## src/rtl/mips_load_store_unit.sv

```systemverilog
// Byte-addressed load/store front end for a word-addressed data memory: lane select,
// sign/zero extension, read-modify-write for sb/sh. Optional LSU_WORD_BUFFER_EN adds a last-write word buffer.
module mips_load_store_unit #(
   parameter int ADDR_WIDTH = 8
) (
   input  logic        clk,
   input  logic        reset,
   input  logic        req_valid,
   output logic        req_ready,
   input  logic        req_write,
   input  logic [1:0]  req_size,
   input  logic        req_unsigned,
   input  logic [31:0] req_addr,
   input  logic [31:0] req_wdata,
   output logic        done,
   output logic [31:0] load_data,
   output logic        addr_error,
   output logic [31:0] mem_address,
   output logic [31:0] mem_write_data,
   output logic        mem_sig_read,
   output logic        mem_sig_write,
   input  logic [31:0] mem_read_data
);

   typedef enum logic [1:0] {IDLE, READ, WRITE, DONE} state_t;

   state_t                state, state_n;
   logic [ADDR_WIDTH-1:0] idx_r, idx_n, req_idx;
   logic [1:0]            lane_r, lane_n, size_r, size_n;
   logic                  uns_r, uns_n, wr_r, wr_n;
   logic [15:0]           wdata_r, wdata_n;
   logic                  req_ready_n, done_n, addr_error_n, rd_n, wr_strobe_n;
   logic [31:0]           load_data_n, mem_address_n, mem_write_data_n;
   logic                  req_err, hit;
   logic [31:0]           hit_word;

   function automatic logic [31:0] lane_extract(input logic [31:0] w, input logic [1:0] lane,
                                                input logic [1:0] size, input logic uns);
      logic [7:0]  b;
      logic [15:0] h;
      case (lane)
         2'd0:    b = w[7:0];
         2'd1:    b = w[15:8];
         2'd2:    b = w[23:16];
         default: b = w[31:24];
      endcase
      h = lane[1] ? w[31:16] : w[15:0];
      case (size)
         2'b00:   lane_extract = uns ? {24'd0, b} : {{24{b[7]}}, b};
         2'b01:   lane_extract = uns ? {16'd0, h} : {{16{h[15]}}, h};
         default: lane_extract = w;
      endcase
   endfunction

   function automatic logic [31:0] lane_merge(input logic [31:0] w, input logic [15:0] d,
                                              input logic [1:0] lane, input logic [1:0] size);
      logic [31:0] r;
      r = w;
      if (size == 2'b00) begin
         case (lane)
            2'd0:    r[7:0]   = d[7:0];
            2'd1:    r[15:8]  = d[7:0];
            2'd2:    r[23:16] = d[7:0];
            default: r[31:24] = d[7:0];
         endcase
      end else if (lane[1]) begin
         r[31:16] = d;
      end else begin
         r[15:0] = d;
      end
      return r;
   endfunction

   assign req_idx = req_addr[ADDR_WIDTH+1:2];
   assign req_err = (req_size == 2'b11) ||
                    (req_size == 2'b01 && req_addr[0]) ||
                    (req_size == 2'b10 && req_addr[1:0] != 2'b00) ||
                    ((req_addr >> (ADDR_WIDTH + 2)) != 32'd0);

`ifdef LSU_WORD_BUFFER_EN
   logic                  buf_vld;
   logic [ADDR_WIDTH-1:0] buf_idx;
   logic [31:0]           buf_word;

   // Tracks whatever word the next WRITE cycle will put on the bus.
   always_ff @(posedge clk or posedge reset) begin
      if (reset) begin
         buf_vld  <= 1'b0;
         buf_idx  <= '0;
         buf_word <= '0;
      end else if (wr_strobe_n) begin
         buf_vld  <= 1'b1;
         buf_idx  <= idx_n;
         buf_word <= mem_write_data_n;
      end
   end

   assign hit      = buf_vld && (buf_idx == req_idx);
   assign hit_word = buf_word;
`else
   assign hit      = 1'b0;
   assign hit_word = 32'd0;
`endif

   always_comb begin
      state_n          = state;
      idx_n            = idx_r;
      lane_n           = lane_r;
      size_n           = size_r;
      uns_n            = uns_r;
      wr_n             = wr_r;
      wdata_n          = wdata_r;
      done_n           = 1'b0;
      addr_error_n     = 1'b0;
      rd_n             = 1'b0;
      wr_strobe_n      = 1'b0;
      load_data_n      = load_data;
      mem_address_n    = 32'd0;
      mem_write_data_n = 32'd0;
      case (state)
         IDLE: if (req_valid) begin
            idx_n   = req_idx;
            lane_n  = req_addr[1:0];
            size_n  = req_size;
            uns_n   = req_unsigned;
            wr_n    = req_write;
            wdata_n = req_wdata[15:0];
            if (req_err) begin
               state_n      = DONE;
               done_n       = 1'b1;
               addr_error_n = 1'b1;
               load_data_n  = 32'd0;
            end else if (req_write && req_size == 2'b10) begin
               state_n          = WRITE;
               wr_strobe_n      = 1'b1;
               mem_address_n    = 32'(req_idx);
               mem_write_data_n = req_wdata;
            end else if (hit && !req_write) begin
               state_n     = DONE;
               done_n      = 1'b1;
               load_data_n = lane_extract(hit_word, req_addr[1:0], req_size, req_unsigned);
            end else if (hit) begin
               state_n          = WRITE;
               wr_strobe_n      = 1'b1;
               mem_address_n    = 32'(req_idx);
               mem_write_data_n = lane_merge(hit_word, req_wdata[15:0], req_addr[1:0], req_size);
            end else begin
               state_n       = READ;
               rd_n          = 1'b1;
               mem_address_n = 32'(req_idx);
            end
         end
         // The read word is consumed straight off the bus at the closing edge.
         READ: if (wr_r) begin
            state_n          = WRITE;
            wr_strobe_n      = 1'b1;
            mem_address_n    = 32'(idx_r);
            mem_write_data_n = lane_merge(mem_read_data, wdata_r, lane_r, size_r);
         end else begin
            state_n     = DONE;
            done_n      = 1'b1;
            load_data_n = lane_extract(mem_read_data, lane_r, size_r, uns_r);
         end
         WRITE: begin
            state_n     = DONE;
            done_n      = 1'b1;
            load_data_n = 32'd0;
         end
         default: state_n = IDLE;
      endcase
      req_ready_n = (state_n == IDLE);
   end

   always_ff @(posedge clk or posedge reset) begin
      if (reset) begin
         state          <= IDLE;
         idx_r          <= '0;
         lane_r         <= 2'd0;
         size_r         <= 2'd0;
         uns_r          <= 1'b0;
         wr_r           <= 1'b0;
         wdata_r        <= 16'd0;
         req_ready      <= 1'b1;
         done           <= 1'b0;
         addr_error     <= 1'b0;
         load_data      <= 32'd0;
         mem_address    <= 32'd0;
         mem_write_data <= 32'd0;
         mem_sig_read   <= 1'b0;
         mem_sig_write  <= 1'b0;
      end else begin
         state          <= state_n;
         idx_r          <= idx_n;
         lane_r         <= lane_n;
         size_r         <= size_n;
         uns_r          <= uns_n;
         wr_r           <= wr_n;
         wdata_r        <= wdata_n;
         req_ready      <= req_ready_n;
         done           <= done_n;
         addr_error     <= addr_error_n;
         load_data      <= load_data_n;
         mem_address    <= mem_address_n;
         mem_write_data <= mem_write_data_n;
         mem_sig_read   <= rd_n;
         mem_sig_write  <= wr_strobe_n;
      end
   end

endmodule

```

## config.mk

```make
export PLATFORM = sky130hd
export DESIGN_NAME = mips_load_store_unit
export DESIGN_NICKNAME = d
export VERILOG_FILES = /design/src/rtl/mips_load_store_unit.sv
export SDC_FILE = /design/constraint.sdc
export NUM_CORES = 1
export LEC_CHECK = 0
export CAP_MARGIN = 20
export CORE_MARGIN = 2
export CORE_UTILIZATION = 45
export DETAILED_ROUTE_END_ITERATION = 16
export DONT_BUFFER_PORTS = 1
export PLACE_DENSITY = 0.63
export SLEW_MARGIN = 20
export SYNTH_ARGS = -nofsm -noshare
export SYNTH_HDL_FRONTEND = slang
export SYNTH_SLANG_ARGS = --single-unit
```

## constraint.sdc

```tcl
create_clock -name clk -period 4.8 [get_ports clk]
set_input_delay 0.96 -clock clk [delete_from_list [all_inputs] [get_ports clk]]
set_output_delay 0.96 -clock clk [all_outputs]
set_load 0.02 [all_outputs]
```

* Word-level counts from Yosys, hierarchy flattened
Index checks and enable logic that the tools add are counted.
** Operators by class
- Equal/unequal tests :: 11
- Multiplexer cells :: 44
- Reduce and logical (&&, ||, !) cells :: 16
** Operator list (count)
- $mux W32 :: 11
- $pmux W32 S2 :: 3
- $pmux W32 S3 :: 1
- $mux W16 :: 3
- $mux W8 :: 6
- $reduce_bool A32 Y1 :: 1
- $pmux W8 S3 :: 1
- $mux W1 :: 13
- $eq A2 B1 Y1 const B :: 4
- $eq A2 B2 Y1 const B :: 4
- $logic_not A2 Y1 :: 4
- $mux W2 :: 3
- $ne A2 B2 Y1 const B :: 3
- $pmux W2 S3 :: 1
- $reduce_and A4 Y1 :: 1
- $logic_and A1 B1 Y1 :: 3
- $logic_or A1 B1 Y1 :: 3
- $pmux W1 S3 :: 1
- $reduce_bool A3 Y1 :: 1
- $reduce_or A3 Y1 :: 1
- $pmux W1 S2 :: 1
- $reduce_and A2 Y1 :: 1
- $reduce_bool A2 Y1 :: 1
** Word-level totals
- Register bits :: 133

* Depth between registers and ports, before layout
Gate-level depths: netlist of run 1.
- Depth after elaboration :: 9
- Depth in mapped cells :: 8

* Least setup slack after synthesis of run 1
No wires, ideal clock.
- Path kind :: input port to flip-flop
- Start point :: in req_addr[11]
- End point :: reg load_data[3]
- Library setup time :: 125 ps
- Data arrival time :: 2305 ps
- Data required time :: 4675 ps
- Path slack :: 2370 ps
- Cell stages on the path :: 5
- Buffers on the path :: 0
- Path through :: nor4_2 > nand4_2 > o31ai_4 > a21o_4 > mux2_2
** Between the ends
- Longest elaborated chain between the ends :: 4
** RTL lines
- start, declared :: line 13 : input logic [31:0] req_addr,
- $reduce_bool A32 Y1 :: line 78 : ((req_addr >> (ADDR_WIDTH + 2)) != 32'd0);
- $logic_or A1 B1 Y1 :: line 77 : (req_size == 2'b10 && req_addr[1:0] != 2'b00) ||
- $ne A2 B2 Y1 (no source line)
- $reduce_and A4 Y1 (no source line)
- end signal, assigned :: line 202 : load_data <= load_data_n;
- end, declared :: line 16 : output logic [31:0] load_data,
No other way between the ends.
A chain may end at the register's enable or synchronous reset.

* Worst setup path after layout of run 1
- Start point :: reg size_r[1]
- End point :: reg mem_write_data[23]
** Between the ends
- Longest elaborated chain between the ends :: 4
** RTL lines
- start, declared :: line 29 : logic [1:0] lane_r, lane_n, size_r, size_n;
- start signal, assigned :: line 195 : size_r <= size_n;
- $logic_not A2 Y1 :: line 59 : if (size == 2'b00) begin
- $mux W32 :: line 59
- $mux W32 :: line 154 : READ: if (wr_r) begin
- $pmux W32 S2 :: line 120 : case (state)
- named net mem_write_data_n[23] :: line 33 : logic [31:0] load_data_n, mem_address_n, mem_write_data_n;
- end signal, assigned :: line 204 : mem_write_data <= mem_write_data_n;
- end, declared :: line 19 : output logic [31:0] mem_write_data,
The timed path passes the listed nets, and every way through them passes these cells.

==> flow_metrics.env, run 1 <==
export IMPL_slowest_stage="nor2_2"
export IMPL_synth_fa_ha_area_frac=0.00923
export IMPL_fin_area_um2=5680
export IMPL_via_count=3959
export IMPL_grt_overflow=0
export IMPL_dieArea_um2=12900
export IMPL_cts_buffers=9
export IMPL_synth_cells=521
export IMPL_wl_per_cell_um=23.1
export IMPL_ant_nets=0
export IMPL_grt_max_degree=84
export IMPL_clk_pin_slew_ns=0.07
export IMPL_cap_viol_max_count=0
export IMPL_cts_root_buf="clkbuf_16"
export IMPL_die_w_um=114
export IMPL_area_delta_synth_final_pct=4.71
export IMPL_diodes=0
export IMPL_cts_buffer_depth=2
export IMPL_cpMostUsedCell="nand2_1"
export IMPL_startpoint_type="flip-flop"
export IMPL_antenna_found_initial=0
export IMPL_peakVddDrop_mv=0.241
export IMPL_path_cells="nor2_2 -> nand2_1 -> nand2_1 -> mux2i_1 -> o2bb2ai_1"
export IMPL_rsz0062_at_grt="false"
export IMPL_placementRows=40
export IMPL_fin_setup_tns_ns=0
export IMPL_syn_avg_cell_area_um2=10.4
export IMPL_gp_congestion=0.850
export IMPL_endpoint_kind="flip-flop"
export IMPL_worstMarginPinSlew_ns=0.935
export IMPL_grt_pass1_vias=3863
export IMPL_status="completed"
export IMPL_grt_util_met1=0.327
export IMPL_worstPathRequired_ns=4.99
export IMPL_crit_type="reg2reg"
export IMPL_final_cell_mix="dfrtp_1, nand2_1, a22o_1"
export IMPL_nNetsFinal=606
export IMPL_p_per_area_nw_per_um2=692
export IMPL_grtUsageMet2=0.348
export IMPL_arrival_ns=3.22
export IMPL_wirelength_um=15100
export IMPL_finalSetupViolations=0
export IMPL_hp_class="reg2reg"
export IMPL_drtPass1Iterations=5
export IMPL_gr_usage_met3=0.0701
export IMPL_core_area_um2=11900
export IMPL_grt_pass1_wl_um=22800
export IMPL_port_buffers=0
export IMPL_drcViolationCount=0
export IMPL_period_share=0.629
export IMPL_clk_latency_ns=0.35
export IMPL_hpwl_um=10800
export IMPL_htree_levels=3
export IMPL_initial_core_util=0.455
export IMPL_clock_sinks=109
export IMPL_synth_top_family_by_area="compound AO/OA/AOI/OAI gates"
export IMPL_yosys_warnings=0
export IMPL_hold_buffers=0
export IMPL_clock_skew_ns=0.00823
export IMPL_grt_usage=0.232
export IMPL_synth_seq_area_share=0.503
export IMPL_slew_viol_final=0
export IMPL_ios=204
export IMPL_synth_xor_area_frac=0
export IMPL_fmax_ghz=0.331
export IMPL_max_stage_delay_ns=0.74
export IMPL_crit_buf_inv=0
export IMPL_hold_viol_final=0
export IMPL_via_per_inst=6.08
export IMPL_post_route_cells_drive_above_1_share=0.101
export IMPL_synth_main_ff_cell="dfrtp_1"
export IMPL_maxSlewHeadroom=0.376
export IMPL_place_area_um2=5340
export IMPL_synth_cell_types=47
export IMPL_ys_async_sr_fraction=1.00
export IMPL_synth_simple_gate_area_frac=0.139
export IMPL_critPathMaxFanout=26
export IMPL_synth_edf_count=0
export IMPL_final_common_cell="dfrtp_1"
export IMPL_cts_tree="yes"
export IMPL_die_y_um=114
export IMPL_postCtsSetupBuffers=0
export IMPL_ys_seq_elements=109
export IMPL_synth_compound_area_frac=0.216
export IMPL_path_delay_family="simple AND/OR/NAND/NOR gates"
export IMPL_fin_crit_ns=3.02
export IMPL_p_leak_nw=2.62
export IMPL_gr_max_usage_layer="met2"
export IMPL_drtIter0Drc=369
export IMPL_synthMuxAreaShare=0.0517
export IMPL_cts_resized_gates=0
export IMPL_synth_area_um2=5420
==> kinds of logic (layout without fill, tap and decap cells) <==
family	after synthesis	after routing
buf+inv	75	35
other cells	1	24
flops	109	109
simple gates	153	153
fa+ha+maj	4	4
compound gates	152	152
mux	27	27
==> final cells by class <==
type / count / area, µm²
clock buffers: 11 / 253
clock inverters: 5 / 81.3
fillers: 1122 / 6230
inverters: 17 / 68.8
multi-input cells: 360 / 2350
flip-flops and latches: 109 / 2730
well taps: 147 / 184
repair buffers: 2 / 15.0
==> registers in the layout, indices dropped and copies added, names as in the netlist, 2 cells and up <==
register and flops:
size_r 2, idx_r 8, mem_address 8, mem_write_data 32, lane_r 2, wdata_r 16
load_data 32, state 2
==> per-layer routing <==
| metal | routed length, µm | vias up |
|---|---|---|
| li1 | - | 1780 |
| met2 | 6880 | 194 |
| met1 | 6510 | 1959 |
| met5 | 0 | - |
| met3 | 1310 | 26 |
| met4 | 372 | 0 |
==> synth_stat cells (2+ instances only) <==
master,number,share of area
o221ai_1,2,0.0032
a221oi_1,2,0.0032
ha_1,4,0.0092
and2_1,2,0.0023
nor2b_1,2,0.0023
buf_6,5,0.010
dfrtp_1,108,0.50
nand2_1,77,0.053
a31oi_1,10,0.012
buf_2,8,0.0074
inv_1,16,0.011
mux2_2,7,0.015
o22ai_1,20,0.023
mux2i_1,19,0.035
buf_4,28,0.039
nor4_2,4,0.0092
a21oi_2,3,0.0048
a22o_1,29,0.047
nor3_1,5,0.0046
nor4_1,2,0.0023
nor2_1,17,0.012
o2bb2ai_1,23,0.037
or2_2,10,0.012
and3_1,2,0.0023
a32o_1,17,0.031
a2bb2oi_1,7,0.011
nand2b_1,27,0.031
o21ai_0,21,0.019
clkbuf_1,16,0.011
a21oi_1,11,0.010
==> per-stage QoR <==
step | hold WS (ns) | std cells | power [W] | setup slack (ns) | utilization
floorplan | 0.446 | 544 | 0.00285 | 0.968 | -
global placement | 0.457 | 635 | 0.00306 | 1.79 | 0.449
detailed placement | 0.466 | 635 | 0.00311 | 1.70 | 0.449
CTS | 0.484 | 651 | 0.00394 | 1.86 | 0.477
global route | 0.504 | 651 | 0.00419 | 1.63 | 0.477
finish | 0.482 | 651 | 0.00393 | 1.78 | 0.477
==> where the power goes <==
part           internal, W  switching [W]  total (W)
sequential         0.00122       0.000511    0.00173
combinational     0.000534       0.000835    0.00137
clock             0.000487       0.000340   0.000827
total              0.00224        0.00169    0.00393
==> worst reg2reg max path, stage by stage (launching register included) <==
cell and delay (ns):
dfrtp_1 0.70, nor2_2 0.74, nand2_1 0.36, nand2_1 0.51, mux2i_1 0.42, o2bb2ai_1 0.14
==> final timing paths <==
| path | from | to | slack, ns | cells after the start |
|---|---|---|---|---|
| setup / recovery | size_r[1]$_DFFE_PP0P_ | mem_write_data[23]$_DFF_PP0_ | 1.78 | 5 |
| hold / removal | idx_r[0]$_DFFE_PP0P_ | idx_r[0]$_DFFE_PP0P_ | 0.48 | 2 |
| setup reg to reg | size_r[1]$_DFFE_PP0P_ | mem_write_data[23]$_DFF_PP0_ | 1.78 | 5 |
| hold reg to reg | idx_r[0]$_DFFE_PP0P_ | idx_r[0]$_DFFE_PP0P_ | 0.48 | 2 |
| max in group asynchronous | reset | idx_r[5]$_DFFE_PP0P_ | 3.32 | 2 |
| min in group asynchronous | reset | addr_error$_DFF_PP0_ | 0.59 | 1 |
Power figures use the tool's default switching activity.
==> inputs of run 2 (changes only) <==
- PLACE_DENSITY: 0.63 -> 0.65
- clock period: 4.8 -> 2.6 ns (I/O delays scaled with it)
==> run 2 against run 1 <==
  * Critical path depth shrank 1
  * Final area grew 1.8%
  * Routed wire length grew 1.4%
  * Non-clock buffer count grew 15
  * Register-to-register slack lost 1.3 ns
  * Power grew 85%
  * Core utilization grew 0.86 points
  * Clock-buffer cell count grew 2
  * Via count grew 2.3%
  * Largest cell class unchanged
  * Highest routed layer unchanged
==> flow_metrics.env, run 2 (synthesis results as in run 1) <==
export IMPL_status="completed"
export IMPL_area_delta_synth_final_pct=6.60
export IMPL_rrSetupSlack_ns=0.51
export IMPL_via_per_inst=6.08
export IMPL_via_count=4052
export IMPL_cts_tree="yes"
export IMPL_htree_levels=3
export IMPL_hold_viol_final=0
export IMPL_top_layer_used="met4"
export IMPL_wl_per_cell_um=23.0
export IMPL_fin_crit_ns=2.09
export IMPL_clock_sinks=109
export IMPL_initial_core_util=0.455
export IMPL_drtPass1Iterations=5
export IMPL_combPwrFrac=0.387
export IMPL_final_common_cell="dfrtp_1"
export IMPL_worstMarginPinSlew_ns=0.749
export IMPL_place_area_um2=5470
export IMPL_max_stage_delay_ns=0.56
export IMPL_port_buffers=0
export IMPL_intPower_w=0.00410
export IMPL_hpwl_um=11200
export IMPL_cts_buffers=9
export IMPL_placementRows=40
export IMPL_reg_top3="load_data (32), mem_write_data (32), wdata_r (16)"
export IMPL_endpoint_kind="flip-flop"
export IMPL_arrival_ns=2.37
export IMPL_slowest_stage="dfrtp_1"
export IMPL_wl_met1_um=6560
export IMPL_grt_usage=0.237
export IMPL_critPathMaxFanout=16
export IMPL_wirelength_um=15300
export IMPL_switching_power_w=0.00317
export IMPL_cts_buffer_depth=2
export IMPL_swShare=0.436
export IMPL_post_route_cells_drive_above_1_share=0.123
export IMPL_core_area_um2=11900
export IMPL_p_per_area_nw_per_um2=1260
export IMPL_crit_buf_inv=0
export IMPL_grt_overflow=0
export IMPL_clock_skew_ns=0.00898
export IMPL_r2r_end="load_data[18]$_DFFE_PP0P_"
export IMPL_gp_congestion=0.846
export IMPL_num_fill_cells=1100
export IMPL_route_met2_wl_um=6900
export IMPL_p_leak_nw=2.68
export IMPL_worstHoldStart="req_wdata[9]"
export IMPL_fin_area_um2=5780
export IMPL_r2r_cells=4
export IMPL_grt_pass1_wl_um=23500
export IMPL_final_cell_mix="dfrtp_1, nand2_1, a22o_1"
export IMPL_nNetsFinal=621
export IMPL_crit_type="reg2reg"
export IMPL_finalSetupViolations=0
export IMPL_ios=204
export IMPL_multiInputGateArea_um2=2350
export IMPL_path_cells="nor4_1 -> o31ai_1 -> a21oi_2 -> a22o_1"
export IMPL_cts_root_buf="clkbuf_16"
export IMPL_clk_pin_slew_ns=0.07
export IMPL_clk_latency_ns=0.35
export IMPL_rr_startpoint="size_r[0]$_DFFE_PP0P_"
export IMPL_drtIter0Drc=360
export IMPL_slew_viol_final=0
export IMPL_drcViolationCount=0
export IMPL_fmax_ghz=0.479
export IMPL_period_share=0.803
export IMPL_fin_setup_tns_ns=0
export IMPL_grt_max_degree=64
export IMPL_seqCellArea_um2=2730
export IMPL_hold_depth=2
export IMPL_diodes=0
export IMPL_power_frac_seq=0.425
export IMPL_maxSlewHeadroom=0.499
export IMPL_ant_nets=0
export IMPL_peakVddDrop_mv=0.383
export IMPL_hp_class="in2reg"
export IMPL_path_delay_family="compound AO/OA/AOI/OAI gates"
export IMPL_die_y_um=114
export IMPL_grt_pass1_vias=4024
export IMPL_die_w_um=114
export IMPL_holdPathEnd="wdata_r[9]$_DFFE_PP0P_"
export IMPL_startpoint_type="flip-flop"
export IMPL_cap_viol_max_count=0
export IMPL_antenna_found_initial=0
export IMPL_dieArea_um2=12900
export IMPL_rsz0062_at_grt="false"
export IMPL_power_share_clock=0.188
export IMPL_worstPathRequired_ns=2.88
export IMPL_hold_worst_slack_ns=0.268
export IMPL_dr_wl_met3_um=1440
[run 2: what timing repair did]
action | CTS | global route
hold buffers | 1 | 0
setup endpoints to repair | 0 | 0
setup buffers | 0 | 0
gates resized for setup | 0 | 0
endpoints found under the hold margin | 1 | 0
[run 2: worst max path at each step]
stage / to / start / depth (start not counted) / slack, ns
2_1_floorplan: load_data[3]$_DFFE_PP0P_ / req_addr[11] / 5 / 0.61
3_3_place_gp: load_data[7]$_DFFE_PP0P_ / req_addr[11] / 6 / 0.52
3_5_place_dp: load_data[7]$_DFFE_PP0P_ / req_addr[13] / 6 / 0.47
4_1_cts: load_data[18]$_DFFE_PP0P_ / state[1]$_DFF_PP0_ / 7 / 0.53
5_1_grt: load_data[17]$_DFFE_PP0P_ / state[0]$_DFF_PP0_ / 7 / 0.42
6_report: load_data[18]$_DFFE_PP0P_ / size_r[0]$_DFFE_PP0P_ / 4 / 0.51
[run 2: routing by layer]
metal	vias up	global-route usage
li1	1816	-
met1	1996	0.327
met2	214	0.352
met3	26	0.0739
met4	0	0.0943
met5	-	0
[run 2: metrics by stage]
stage	util	total power, W	worst slack [ns]	instances
global placement	0.460	0.00580	0.525	649
floorplan	-	0.00526	0.610	544
CTS	0.485	0.00729	0.525	666
detailed placement	0.460	0.00591	0.467	649
finish	0.485	0.00727	0.513	666
global route	0.485	0.00773	0.421	666
[run 2: cell type report]
cell class | instances | share of cell area
Clock buffer | 13 | 0.0467
Tap cell | 147 | 0.0318
Multi-Input combinational cell | 360 | 0.406
Sequential cell | 109 | 0.472
Clock inverter | 3 | 0.00476
Timing Repair Buffer | 17 | 0.0268
Inverter | 17 | 0.0117
[run 2: power by group through the flow]
stage,logic [W],registers [W],clock network (W)
final,0.00281,0.00308,0.00137
after global routing,0.00312,0.00316,0.00145
after CTS,0.00280,0.00309,0.00140
after detailed placement,0.00279,0.00312,0
after global placement,0.00269,0.00310,0
after floorplan,0.00233,0.00293,0
==> inputs of run 3 (changes only) <==
- PLACE_DENSITY: 0.65 -> 0.63
- clock period: 2.6 -> 2.1 ns (I/O delays scaled with it)
==> run 3 against run 2 <==
  * Core utilization grew 0.68 points
  * Via count grew 0.27%
  * Worst hold slack lost 0.26 ns
  * Critical endpoint is now load_data[15]$_DFFE_PP0P_
  * Highest routed layer unchanged
==> flow_metrics.env, run 3 (synthesis results as in run 1) <==
export IMPL_clock_sinks=109
export IMPL_grt_pass1_wl_um=23100
export IMPL_swShare=0.429
export IMPL_finalSetupViolations=0
export IMPL_max_stage_delay_ns=0.51
export IMPL_post_route_cells_drive_above_1_share=0.142
export IMPL_ant_nets=0
export IMPL_maxSlewHeadroom=0.593
export IMPL_rr_startpoint="state[1]$_DFF_PP0_"
export IMPL_ios=204
export IMPL_cts_buffer_depth=2
export IMPL_path_delay_family="compound AO/OA/AOI/OAI gates"
export IMPL_fin_setup_tns_ns=0
export IMPL_totalPowerFinal_w=0.00904
export IMPL_path_cells="inv_1 -> ha_1 -> and2_2 -> o31ai_4 -> a21boi_2 -> a32o_1"
export IMPL_rsz0062_at_grt="false"
export IMPL_cts_buffers=9
export IMPL_die_w_um=114
export IMPL_port_buffers=0
export IMPL_via_count=4063
export IMPL_worstPathRequired_ns=2.39
export IMPL_fmax_ghz=0.531
export IMPL_core_area_um2=11900
export IMPL_wirelength_um=15100
export IMPL_antenna_found_initial=1
export IMPL_status="completed"
export IMPL_hold_viol_final=0
export IMPL_power_share_clock=0.181
export IMPL_p_leak_nw=2.72
export IMPL_nNetsFinal=630
export IMPL_final_common_cell="dfrtp_1"
export IMPL_hp_class="in2async"
export IMPL_grt_pass1_vias=4013
export IMPL_critPathMaxFanout=14
export IMPL_clk_latency_ns=0.35
export IMPL_crit_type="reg2reg"
export IMPL_p_per_area_nw_per_um2=1540
export IMPL_placementRows=40
export IMPL_htree_levels=3
export IMPL_gp_congestion=0.898
export IMPL_intPower_w=0.00516
export IMPL_switching_power_w=0.00388
export IMPL_wl_per_cell_um=22.4
export IMPL_period_share=0.898
export IMPL_drtPass1Iterations=5
export IMPL_hold_buffers=0
export IMPL_grt_usage=0.233
export IMPL_final_cell_mix="dfrtp_1, nand2_1, a22o_1"
export IMPL_clk_pin_slew_ns=0.07
export IMPL_hpwl_um=11400
export IMPL_worstMarginPinSlew_ns=0.606
export IMPL_num_fill_cells=1093
export IMPL_drtIter0Drc=303
export IMPL_peakVddDrop_mv=0.529
export IMPL_power_frac_seq=0.421
export IMPL_crit_path_start="state[1]$_DFF_PP0_"
export IMPL_combPwrFrac=0.398
export IMPL_reg_top3="load_data (32), mem_write_data (32), wdata_r (16)"
export IMPL_cts_tree="yes"
export IMPL_die_y_um=114
export IMPL_fin_crit_ns=1.88
export IMPL_rrSetupSlack_ns=0.22
export IMPL_dieArea_um2=12900
export IMPL_slowest_stage="a21boi_2"
export IMPL_drcViolationCount=0
export IMPL_cts_root_buf="clkbuf_16"
export IMPL_postCtsSetupBuffers=0
export IMPL_clock_skew_ns=0.00730
export IMPL_startpoint_type="flip-flop"
export IMPL_grt_max_degree=52
export IMPL_via_per_inst=6.03
export IMPL_area_delta_synth_final_pct=8.10
export IMPL_endpoint_kind="flip-flop"
export IMPL_cap_viol_max_count=0
export IMPL_cts_resized_gates=0
export IMPL_grt_overflow=0
export IMPL_initial_core_util=0.455
export IMPL_arrival_ns=2.17
export IMPL_slew_viol_final=0
export IMPL_diodes=0
export IMPL_crit_buf_inv=1
## run 3: cell count changes in the layout (fill, tap and decap cells not counted), sizes merged
cell         previous run  this run
buf                    16        26
clkinv                  2         1
dlygate4sd3             1         0
## run 3: final timing paths
check / endpoint / cells past startpoint
hold / removal: uns_r$_DFFE_PP0P_ / 1
hold reg to reg: idx_r[0]$_DFFE_PP0P_ / 2
setup / recovery: load_data[15]$_DFFE_PP0P_ / 6
max in group asynchronous: wdata_r[0]$_DFFE_PP0P_ / 2
setup reg to reg: load_data[15]$_DFFE_PP0P_ / 6
min in group clk: wdata_r[11]$_DFFE_PP0P_ / 2
## run 3: area by class of cell
| cell class | count | area, µm² | share of cell area |
|---|---|---|---|
| clock buffers | 13 | 270 | 0.0461 |
| clock inverters | 2 | 16.3 | 0.00277 |
| inverters | 17 | 67.6 | 0.0115 |
| multi-input cells | 360 | 2360 | 0.403 |
| flip-flops and latches | 109 | 2730 | 0.465 |
| well taps | 147 | 184 | 0.0314 |
| repair buffers | 26 | 233 | 0.0397 |
## run 3: per-layer routing
layer  GRT usage  routed length [µm]  vias to the layer above
li1            -                   -                     1836
met3      0.0903                1610                       26
met2       0.334                6730                      197
met4      0.0886                 332                        0
met5           0                   0                        -
met1       0.320                6420                     2004
## run 3: stage by stage
stage	setup slack (ns)	cell area (µm²)	hold WS, ns	cells	util
2_1_floorplan	0.210	5510	0.446	544	-
3_3_place_gp	0.171	5560	0.387	659	0.467
3_5_place_dp	0.108	5560	0.388	659	0.467
4_1_cts	0.112	5850	0.0141	674	0.491
5_1_grt	0.0789	5860	0.0382	674	0.492
6_report	0.215	5860	0.00850	674	0.492
## run 3: power by group through the flow
stage	Sequential [W]	Combinational [W]	Clock, W
final	0.00381	0.00360	0.00163
after CTS	0.00381	0.00356	0.00168
after floorplan	0.00363	0.00288	0
after global placement	0.00383	0.00344	0
after global routing	0.00390	0.00402	0.00176
after detailed placement	0.00384	0.00354	0
